[src/rtl/cpu_ctrl_pkg.sv]
// cpu_ctrl_pkg: shared types and encodings for the multicycle ARM-subset controller.
//   state_t      controller FSM states
//   IMM_*        imm_src encodings for the immediate extender
//   ALU_*        alu_control encodings
//   SRCB_*       alu_src_b encodings
//   RES_*        result_src encodings
//   CMD_*        data-processing cmd field values (Instr[24:21])
//   alu_decode() maps a DP cmd to an ALU operation
// Optional feature macro: CTRL_BL_EN (adds the StLink state for branch-with-link).
package cpu_ctrl_pkg;

    typedef enum logic [3:0] {
        StFetch    = 4'd0,
        StDecode   = 4'd1,
        StExecuteR = 4'd2,
        StExecuteI = 4'd3,
        StAluWb    = 4'd4,
        StMemAdr   = 4'd5,
        StMemRead  = 4'd6,
        StMemWb    = 4'd7,
        StMemWrite = 4'd8,
        StBranch   = 4'd9,
        StLink     = 4'd10
    } state_t;

    localparam logic [1:0] IMM_8  = 2'b00;
    localparam logic [1:0] IMM_12 = 2'b01;
    localparam logic [1:0] IMM_BR = 2'b10;

    localparam logic [1:0] ALU_ADD = 2'b00;
    localparam logic [1:0] ALU_SUB = 2'b01;
    localparam logic [1:0] ALU_AND = 2'b10;
    localparam logic [1:0] ALU_ORR = 2'b11;

    localparam logic [1:0] SRCB_REG  = 2'b00;
    localparam logic [1:0] SRCB_IMM  = 2'b01;
    localparam logic [1:0] SRCB_FOUR = 2'b10;

    localparam logic [1:0] RES_ALUOUT = 2'b00;
    localparam logic [1:0] RES_DATA   = 2'b01;
    localparam logic [1:0] RES_ALURES = 2'b10;

    localparam logic [3:0] CMD_AND = 4'b0000;
    localparam logic [3:0] CMD_SUB = 4'b0010;
    localparam logic [3:0] CMD_ADD = 4'b0100;
    localparam logic [3:0] CMD_CMP = 4'b1010;
    localparam logic [3:0] CMD_ORR = 4'b1100;

    // Unsupported commands fall back to ADD.
    function automatic logic [1:0] alu_decode(input logic [3:0] cmd);
        logic [1:0] op;
        case (cmd)
            CMD_ADD: op = ALU_ADD;
            CMD_SUB: op = ALU_SUB;
            CMD_CMP: op = ALU_SUB;
            CMD_AND: op = ALU_AND;
            CMD_ORR: op = ALU_ORR;
            default: op = ALU_ADD;
        endcase
        return op;
    endfunction

endpackage

[src/rtl/cond_check.sv]
// cond_check: evaluates an ARM condition field against NZCV flags.
//   cond     in  4  Instr[31:28]
//   flags    in  4  {N, Z, C, V}
//   cond_ex  out 1  instruction should execute
// Encoding 1111 is treated as never-execute.
module cond_check (
    input  logic [3:0] cond,
    input  logic [3:0] flags,
    output logic       cond_ex
);

    logic n, z, c, v;
    assign {n, z, c, v} = flags;

    always_comb begin
        cond_ex = 1'b0;
        case (cond)
            4'b0000: cond_ex = z;
            4'b0001: cond_ex = ~z;
            4'b0010: cond_ex = c;
            4'b0011: cond_ex = ~c;
            4'b0100: cond_ex = n;
            4'b0101: cond_ex = ~n;
            4'b0110: cond_ex = v;
            4'b0111: cond_ex = ~v;
            4'b1000: cond_ex = c & ~z;
            4'b1001: cond_ex = ~c | z;
            4'b1010: cond_ex = (n == v);
            4'b1011: cond_ex = (n != v);
            4'b1100: cond_ex = ~z & (n == v);
            4'b1101: cond_ex = z | (n != v);
            4'b1110: cond_ex = 1'b1;
            default: cond_ex = 1'b0;
        endcase
    end

endmodule

[src/rtl/multicycle_controller.sv]
// multicycle_controller: control FSM for the multicycle ARM-subset CPU.
// Sequences fetch/decode/execute/memory/writeback over a shared PC/ALU/memory datapath,
// holds the NZCV register and gates execution on the condition field.
// Parameters:
//   STALL_LIMIT  consecutive mem_ready=0 cycles in a memory state before timeout (0 = never)
//   FLAGS_RST    reset value of NZCV
// Ports:
//   clk, reset (sync, active-high), mem_ready
//   instr_cond/op/funct/rd  decoded instruction fields from the IR
//   alu_flags               NZCV from the ALU this cycle
//   pc_write, adr_src, mem_write, ir_write, reg_write, alu_src_a, alu_src_b,
//   result_src, imm_src, alu_control  datapath controls
//   flags                   registered NZCV
//   err_timeout             one-cycle pulse on memory stall timeout
//   reg_lr                  (CTRL_BL_EN only) force destination register to R14
// Macro CTRL_BL_EN: enables BL (branch then link writeback to R14).
module multicycle_controller
    import cpu_ctrl_pkg::*;
#(
    parameter int unsigned STALL_LIMIT = 16,
    parameter logic [3:0]  FLAGS_RST   = 4'b0000
) (
    input  logic       clk,
    input  logic       reset,
    input  logic       mem_ready,
    input  logic [3:0] instr_cond,
    input  logic [1:0] instr_op,
    input  logic [5:0] instr_funct,
    input  logic [3:0] instr_rd,
    input  logic [3:0] alu_flags,
    output logic       pc_write,
    output logic       adr_src,
    output logic       mem_write,
    output logic       ir_write,
    output logic       reg_write,
    output logic       alu_src_a,
    output logic [1:0] alu_src_b,
    output logic [1:0] result_src,
    output logic [1:0] imm_src,
    output logic [1:0] alu_control,
    output logic [3:0] flags,
`ifdef CTRL_BL_EN
    output logic       reg_lr,
`endif
    output logic       err_timeout
);

    // Counter only needs to reach STALL_LIMIT-1; the limit-th stall cycle is the timeout.
    localparam int unsigned CNT_W = (STALL_LIMIT < 2) ? 1 : $clog2(STALL_LIMIT);

    state_t           state;
    logic [CNT_W-1:0] stall_cnt;
    logic             cond_ex;
    logic             is_mem_state;
    logic             timeout;
    logic             is_cmp;
    logic             s_bit;
    logic             rd_pc;

    assign is_cmp = (instr_funct[4:1] == CMD_CMP);
    assign s_bit  = instr_funct[0];
    assign rd_pc  = (instr_rd == 4'd15);

    cond_check u_cond_check (
        .cond    (instr_cond),
        .flags   (flags),
        .cond_ex (cond_ex)
    );

    assign is_mem_state = (state == StFetch) || (state == StMemRead) || (state == StMemWrite);
    assign timeout      = (STALL_LIMIT != 0) && is_mem_state && !mem_ready &&
                          (stall_cnt == CNT_W'(STALL_LIMIT - 1));

    always_ff @(posedge clk) begin
        if (reset) begin
            state     <= StFetch;
            flags     <= FLAGS_RST;
            stall_cnt <= '0;
        end else begin
            if (is_mem_state && !mem_ready && !timeout) begin
                stall_cnt <= stall_cnt + CNT_W'(1);
            end else begin
                stall_cnt <= '0;
            end

            if ((state == StExecuteR || state == StExecuteI) && (s_bit || is_cmp)) begin
                flags <= alu_flags;
            end

            if (timeout) begin
                state <= StFetch;
            end else begin
                case (state)
                    StFetch: if (mem_ready) state <= StDecode;
                    StDecode: begin
                        if (!cond_ex) begin
                            state <= StFetch;
                        end else begin
                            case (instr_op)
                                2'b00:   state <= instr_funct[5] ? StExecuteI : StExecuteR;
                                2'b01:   state <= StMemAdr;
                                2'b10:   state <= StBranch;
                                default: state <= StFetch;
                            endcase
                        end
                    end
                    StExecuteR: state <= StAluWb;
                    StExecuteI: state <= StAluWb;
                    StAluWb:    state <= StFetch;
                    StMemAdr:   state <= instr_funct[0] ? StMemRead : StMemWrite;
                    StMemRead:  if (mem_ready) state <= StMemWb;
                    StMemWb:    state <= StFetch;
                    StMemWrite: if (mem_ready) state <= StFetch;
`ifdef CTRL_BL_EN
                    StBranch:   state <= instr_funct[4] ? StLink : StFetch;
                    StLink:     state <= StFetch;
`else
                    StBranch:   state <= StFetch;
`endif
                    default:    state <= StFetch;
                endcase
            end
        end
    end

    always_comb begin
        pc_write    = 1'b0;
        adr_src     = 1'b0;
        mem_write   = 1'b0;
        ir_write    = 1'b0;
        reg_write   = 1'b0;
        alu_src_a   = 1'b0;
        alu_src_b   = SRCB_REG;
        result_src  = RES_ALUOUT;
        imm_src     = IMM_8;
        alu_control = ALU_ADD;
`ifdef CTRL_BL_EN
        reg_lr      = 1'b0;
`endif
        case (state)
            StFetch: begin
                alu_src_a  = 1'b1;
                alu_src_b  = SRCB_FOUR;
                result_src = RES_ALURES;
                ir_write   = mem_ready;
                pc_write   = mem_ready;
            end
            StDecode: begin
                alu_src_a  = 1'b1;
                alu_src_b  = SRCB_FOUR;
                result_src = RES_ALURES;
                imm_src    = instr_op;
            end
            StExecuteR: begin
                alu_src_b   = SRCB_REG;
                alu_control = alu_decode(instr_funct[4:1]);
            end
            StExecuteI: begin
                alu_src_b   = SRCB_IMM;
                alu_control = alu_decode(instr_funct[4:1]);
            end
            StAluWb: begin
                result_src = RES_ALUOUT;
                reg_write  = !is_cmp && !rd_pc;
                pc_write   = !is_cmp && rd_pc;
            end
            StMemAdr: begin
                alu_src_b = SRCB_IMM;
                imm_src   = IMM_12;
            end
            StMemRead: adr_src = 1'b1;
            StMemWb: begin
                result_src = RES_DATA;
                reg_write  = !rd_pc;
                pc_write   = rd_pc;
            end
            StMemWrite: begin
                adr_src   = 1'b1;
                mem_write = 1'b1;
            end
            StBranch: begin
                alu_src_b  = SRCB_IMM;
                imm_src    = IMM_BR;
                result_src = RES_ALURES;
                pc_write   = 1'b1;
            end
`ifdef CTRL_BL_EN
            StLink: begin
                alu_src_a  = 1'b1;
                alu_src_b  = SRCB_FOUR;
                result_src = RES_ALURES;
                reg_write  = 1'b1;
                reg_lr     = 1'b1;
            end
`endif
            default: ;
        endcase

        // A timed-out access must not complete a write.
        if (timeout) begin
            mem_write = 1'b0;
        end
        if (reset) begin
            pc_write  = 1'b0;
            mem_write = 1'b0;
            ir_write  = 1'b0;
            reg_write = 1'b0;
        end
    end

    assign err_timeout = timeout && !reset;

endmodule

[config.mk]
export PLATFORM = sky130hd
export DESIGN_NAME = multicycle_controller
export DESIGN_NICKNAME = d
export VERILOG_FILES = /design/src/rtl/cpu_ctrl_pkg.sv /design/src/rtl/cond_check.sv /design/src/rtl/multicycle_controller.sv
export SDC_FILE = /design/constraint.sdc
export NUM_CORES = 1
export LEC_CHECK = 0
export ABC_CLOCK_PERIOD_IN_PS = 2090
export BUFFER_PORTS_ARGS = -buffer_cell sky130_fd_sc_hd__buf_4
export CORE_MARGIN = 3
export CORE_UTILIZATION = 49
export DETAILED_ROUTE_END_ITERATION = 10
export HOLD_SLACK_MARGIN = 0.15
export PLACE_DENSITY_LB_ADDON = 0.1
export SLEW_MARGIN = 10
export SYNTH_ARGS = -nofsm -noshare
export SYNTH_HDL_FRONTEND = slang
export SYNTH_SLANG_ARGS = --single-unit
export TNS_END_PERCENT = 10
[constraint.sdc]
create_clock -name clk -period 2.09 [get_ports clk]
set_clock_uncertainty 0.2 [all_clocks]
set_input_delay 0.209 -clock clk [delete_from_list [all_inputs] [get_ports clk]]
set_output_delay 0.209 -clock clk [all_outputs]
set_load 0.03 [all_outputs]
**Yosys cells after proc, flatten, opt, wreduce, memory -nomap -nowiden**

Cells that the tools add are included.

- Add/subtract/negate cells: 1
- Bitwise gates (word level): 9
- Equality and inequality tests: 35
- Muxes and demuxes: 25
- Reductions and logical operators: 29

Operator list:

| cell | count |
|---|---|
| $eq 4x4->1 const B | 13 |
| $eq 4x3->1 const B | 8 |
| $pmux 4 s6 | 1 |
| $eq 4x2->1 const B | 5 |
| $mux 4 | 5 |
| $pmux 1 s15 | 1 |
| $logic_not 4->1 | 3 |
| $pmux 2 s3 | 2 |
| $pmux 4 s3 | 1 |
| $reduce_or 2->1 | 6 |
| $mux 1 | 10 |
| $eq 4x1->1 const B | 2 |
| $pmux 2 s2 | 2 |
| $logic_and 1x1->1 | 7 |
| $ne 2x2->1 const B | 3 |
| $reduce_or 3->1 | 2 |
| $logic_not 1->1 | 5 |
| $not 1->1 | 5 |
| $add 4x1->4 const B | 1 |
| $logic_or 1x1->1 | 4 |
| $pmux 1 s4 | 1 |
| $reduce_and 3->1 | 1 |
| $and 1x1->1 | 2 |
| $eq 2x1->1 const B | 1 |
| 7 further kinds | 8 |

- Register bits: 12
- Word-level logic and storage cells: 102
- Input port bits: 23
- Output and inout port bits: 19

**Depth between registers and ports, before layout**

- Depth after elaboration: 9
- Gate-level depth with buffers: 6
- Depth with buffers taken out: 6

**By module**

Synthesis repeated with hierarchy kept, for this count alone.

- Cells, all modules: 140
- Area total of the unflattened synthesis: 1186.1 µm²

By module, submodules not included:

| module | seq. area each (µm²) | cells an instance | area each (µm²) | times used |
|---|---|---|---|---|
| multicycle_controller | 240.2 | 112 | 992.2 | 1 |
| cond_check | 0.0 | 28 | 193.9 | 1 |

**Worst setup path after synthesis**

Ideal clock, no wire load.

- Path type: register -> output
- From: register state[0]
- To: output reg_write
- Path buffers: 1
- Data arrival time: 1.779 ns
- Cell stages (with the launch flop): 5
- Required time: 1.681 ns
- Path slack: -0.098 ns
- Cells stage by stage: dfxtp_1 -> clkbuf_1 -> or3_1 -> a21oi_1 -> nor3b_1

- Longest elaborated chain between the ends: 3
- Elaborated cells between the ends (all ways): 4
- Classes of those cells: eq/ne: 2; mux: 2

Ends and longest elaborated chain:

| element | RTL line | RTL |
|---|---|---|
| start: declaration | multicycle_controller.sv:51 | `state_t state;` |
| start signal: assignment | multicycle_controller.sv:76 | `state <= StFetch;` |
| start signal: assignment | multicycle_controller.sv:91 | `state <= StFetch;` |
| start signal: assignment | multicycle_controller.sv:94 | `StFetch: if (mem_ready) state <= StDecode;` |
| $eq 4x3->1 | multicycle_controller.sv:140 | `case (state)` |
| $pmux 1 s2 (*) | multicycle_controller.sv:140 |  |
| $mux 1 (*) | multicycle_controller.sv:203 | `if (reset) begin` |
| end: declaration | multicycle_controller.sv:35 | `output logic reg_write,` |

Mark *: on every way between the ends. The rest lies on a longest branch, timed or not.

**Worst setup path in the final report**

- From: register state[2]
- To: output err_timeout

- Longest elaborated chain between the ends: 6
- Elaborated cells between the ends (all ways): 8
- Classes of those cells: eq/ne: 2; reduce/logical: 6

Ends and longest elaborated chain:

| element | RTL line | RTL |
|---|---|---|
| $eq 4x3->1 / $logic_not 4->1 (equally long branches) | multicycle_controller.sv:70 | `assign is_mem_state = (state == StFetch) \|\| (state == StMemRead) \|\| (state == StMemWrite);` |
| $logic_or 1x1->1 | multicycle_controller.sv:70 |  |
| $logic_or 1x1->1 (*) | multicycle_controller.sv:70 |  |
| $logic_and 1x1->1 (*) (2 in series) | multicycle_controller.sv:71 | `assign timeout = (STALL_LIMIT != 0) && is_mem_state && !mem_ready &&` |
| $logic_and 1x1->1 (*) | multicycle_controller.sv:211 | `assign err_timeout = timeout && !reset;` |
| end: declaration | multicycle_controller.sv:45 | `output logic err_timeout` |

Marks and branches as above.

==> reports/qor.txt <==
proportion of synthesized flip-flops having asynchronous set or reset: 0%
capturing point of the worst reg2reg path: state[3]$_SDFFE_PP0P_
GR Util All Layers: 20.7%
min-delay src: instr_op[0]
gate count of the mapped netlist: 148
number of sinks handled by clock tree synthesis: 12
Slew HR: 65.9%
setup-violating endpoint count in the final report: 0
number of antenna violations at the first check in global routing: 0
setup repair after global routing missed its margin: yes
area fraction in compound gates after synthesis: 19.1%
Hold Path Cell Cnt: 4
area after detailed placement: 1450 um^2
post-synthesis instance area: 1110 um^2
first-pass GRT wire length: 4550 um
cell at the root of the clock tree: clkbuf_4
# fillers: 152
GPL Wtd Cong: 0.782
clock tree from TritonCTS: built
area fraction in and, or, nand and nor cells after synthesis: 38.7%
clock latency at the later pin of the worst-skew pair: 0.26 ns
crit path kind: register to output port
Cell Rows: 16
met1 usage in global routing: 24.5%
nets in the synthesized netlist: 176
diode insertion count for antenna repair: 0
Die Height: 53.6 um
cells traversed along the worst timing path: or2_1 > a211o_1 > or2_4 > nor2_2 > buf_6
number of placed cells counting well taps: 212
fmax: 482 MHz
most common cell after layout, fill and taps aside: buf_4
depth of the worst register-to-register path: 5
number of enable-type register cells in the synthesized netlist: 0
prevailing post-synth register cell: dfxtp_1
via count of the first global-routing pass: 1124
slowest cell on the critical path: dfxtp_4
share of the yosys chip area belonging to registers: 21.6%
die width: 53.6 um
max-capacitance violation count: 0
library cells used by synthesis: 47
detailed-route via count: 1247
IO Port Bufs: 41
critical path capture point type: output port
Final Instance Area: 1580 um^2
detailed-routing iteration count for the pre-antenna-repair pass: 4
area of the die: 2880 um^2
start of the worst register-to-register path: flags[3]$_SDFFE_PP0P_
first-iteration detailed-routing DRC count: 23
combinational family with the most area after synthesis: simple AND/OR/NAND/NOR gates
Max H-tree Level: 1
DRC violation count after routing: 0
Period Utilization, post-route: 99.3%
number of top-level pins: 42
CP Data Required Time: 1.68 ns
non-filler cells, final: 224
met2 routing resource usage after global routing: 39.0%
crit path from: state[2]$_SDFFE_PP0P_
Worst VDD drop: 0.000584 V
CTS clock-pin slew for the worst setup and hold paths: 0.07 ns
mean post-synth cell area: 7.51 um^2
Initial Util: 53.9%
synthesized-area fraction occupied by xor and xnor cells: 3.15%
CTS Buffer Depth: 2
antenna violation net count after detailed routing: 0
Detailed Place HPWL: 2170 um
critical path fanouts, max: 6
number of failing hold endpoints at the final stage: 0
slew of the pin with the lowest slew margin: 0.508 ns
number of synthesized register bits: 12
arrival time reported for the critical path endpoint: 1.67 ns
Util after Layout: 76.8%
delay of the slowest critical-path stage: 0.36 ns
Power Density: 395 nW/um^2
outcome: finished clean
most used cells in the layout excluding fill and tap cells: buf_4 (47), nor2_1 (17), nand2_1 (9), a21oi_1 (9), dfxtp_1 (9)
post-synthesis share of cell area spent on full adders, half adders and majority gates: 5.63%
number of max-slew violations in the final report: 0
startpoint type of the worst setup path: register
per-cell via count in the routed design: 5.57
fraction of final layout cells sized beyond drive strength 1: 35.5%
Post-Route WL: 2950 um
layout overhead on the synthesized area: 42.6%
destination of the worst hold path: state[2]$_SDFFE_PP0P_
GRT Max-Usage Layer: met2
WL/cell: 13.2 um
met3 Track Usage GR: 2.77%
setup slack of the most critical reg-to-reg path: 0.24 ns
mux contribution to synthesized area: 6.53%
final critical path time including I/O delays and setup: 2.08 ns
worst min-delay path class: input pin to register
Design Power: 625 uW
total clock buffers created by CTS: 3
GRT overflow: 0
maximum number of pins on one net before global-route repair: 15
number of warnings issued by yosys: 0
number of nets in the final layout: 227
core area: 2060 um^2
Leakage: 0.718 nW
worst hold margin: 0.185 ns
[per-stage QoR]
step	setup TNS, ns	setup WS (ns)
after floorplan	0	0.0781
after global placement	0	0.265
after detailed placement	0	0.222
after CTS	0	0.0115
after global routing	-0.179	-0.0556
final	0	0.0144
[how the worst max path moves through the flow]
| stage | endpoint |
|---|---|
| after floorplan | err_timeout |
| after global placement | err_timeout |
| after detailed placement | err_timeout |
| after CTS | alu_control[1] |
| after global routing | err_timeout |
| final | err_timeout |
[logic make-up after synthesis]
| logic type | after synthesis |
|---|---|
| xor+xnor | 4 |
| fa+ha+maj | 5 |
| buf+inv | 12 |
| compound gates | 34 |
| flops | 12 |
| simple gates | 74 |
| mux | 7 |
[routing by layer]
layer,vias to the layer above,routed length (um)
met3,4,195
li1,632,-
met1,574,1260
met2,37,1480
met4,0,11
met5,-,0
[layout make-up]
type                       count  area [um^2]  share of cell area (%)
multi-input combinational    124          842                    53.2
timing repair buffer          54          424                    26.8
clock buffer                   3         22.5                    1.42
inverter                       4         15.0                   0.948
tap                           27         33.8                    2.13
sequential                    12          246                    15.6
[registers in the layout (all words and copies together) (netlist names)]
| name | flops |
|---|---|
| flags | 4 |
| stall_cnt | 4 |
| state | 4 |
[critical path: cells and delay by family (launching register included)]
kind,cells,cell delay [ns]
and+or+nand+nor,3,0.58
DFF,1,0.36
AOI/OAI and AO/OA,1,0.33
buffers and inverters,1,0.14
[timing repair]
action | 4_1_cts | 5_1_grt
hold buffers | 6 | 0
setup endpoints to repair | 3 | 6
endpoints found under the hold margin | 6 | 0
gates resized for setup | 2 | 8
pin swaps | 0 | 1
buffers inserted | 0 | 3
[synthesized netlist by cell type (2+ instances only)]
library cell / number / area (um^2)
ha_1: 5 / 62.6
a31oi_1: 3 / 18.8
nand2_1: 9 / 33.8
dfxtp_1: 12 / 240
or3_1: 4 / 25.0
xor2_1: 3 / 26.3
o21ai_0: 5 / 25.0
nand4b_1: 3 / 26.3
nand3_1: 5 / 25.0
nor2b_1: 3 / 18.8
nor2_2: 3 / 18.8
a21oi_1: 10 / 50.1
a21o_1: 2 / 15.0
mux2_2: 2 / 22.5
clkbuf_1: 3 / 11.3
and3b_1: 2 / 17.5
o21ai_1: 5 / 25.0
nand2b_1: 6 / 37.5
mux2i_1: 5 / 50.1
inv_1: 4 / 15.0
and2_1: 2 / 12.5
buf_2: 4 / 20.0
nor3_1: 2 / 10.0
nor3b_1: 2 / 15.0
nor2_1: 18 / 67.6
o32ai_1: 2 / 17.5
nand3b_1: 4 / 30.0
[power breakdown]
part | switching, mW | internal (mW) | total (mW)
registers | 0.0132 | 0.236 | 0.249
clock network | 0.0655 | 0.0664 | 0.132
logic | 0.127 | 0.117 | 0.244
total | 0.206 | 0.420 | 0.625
Power figures use the tool's default switching activity.
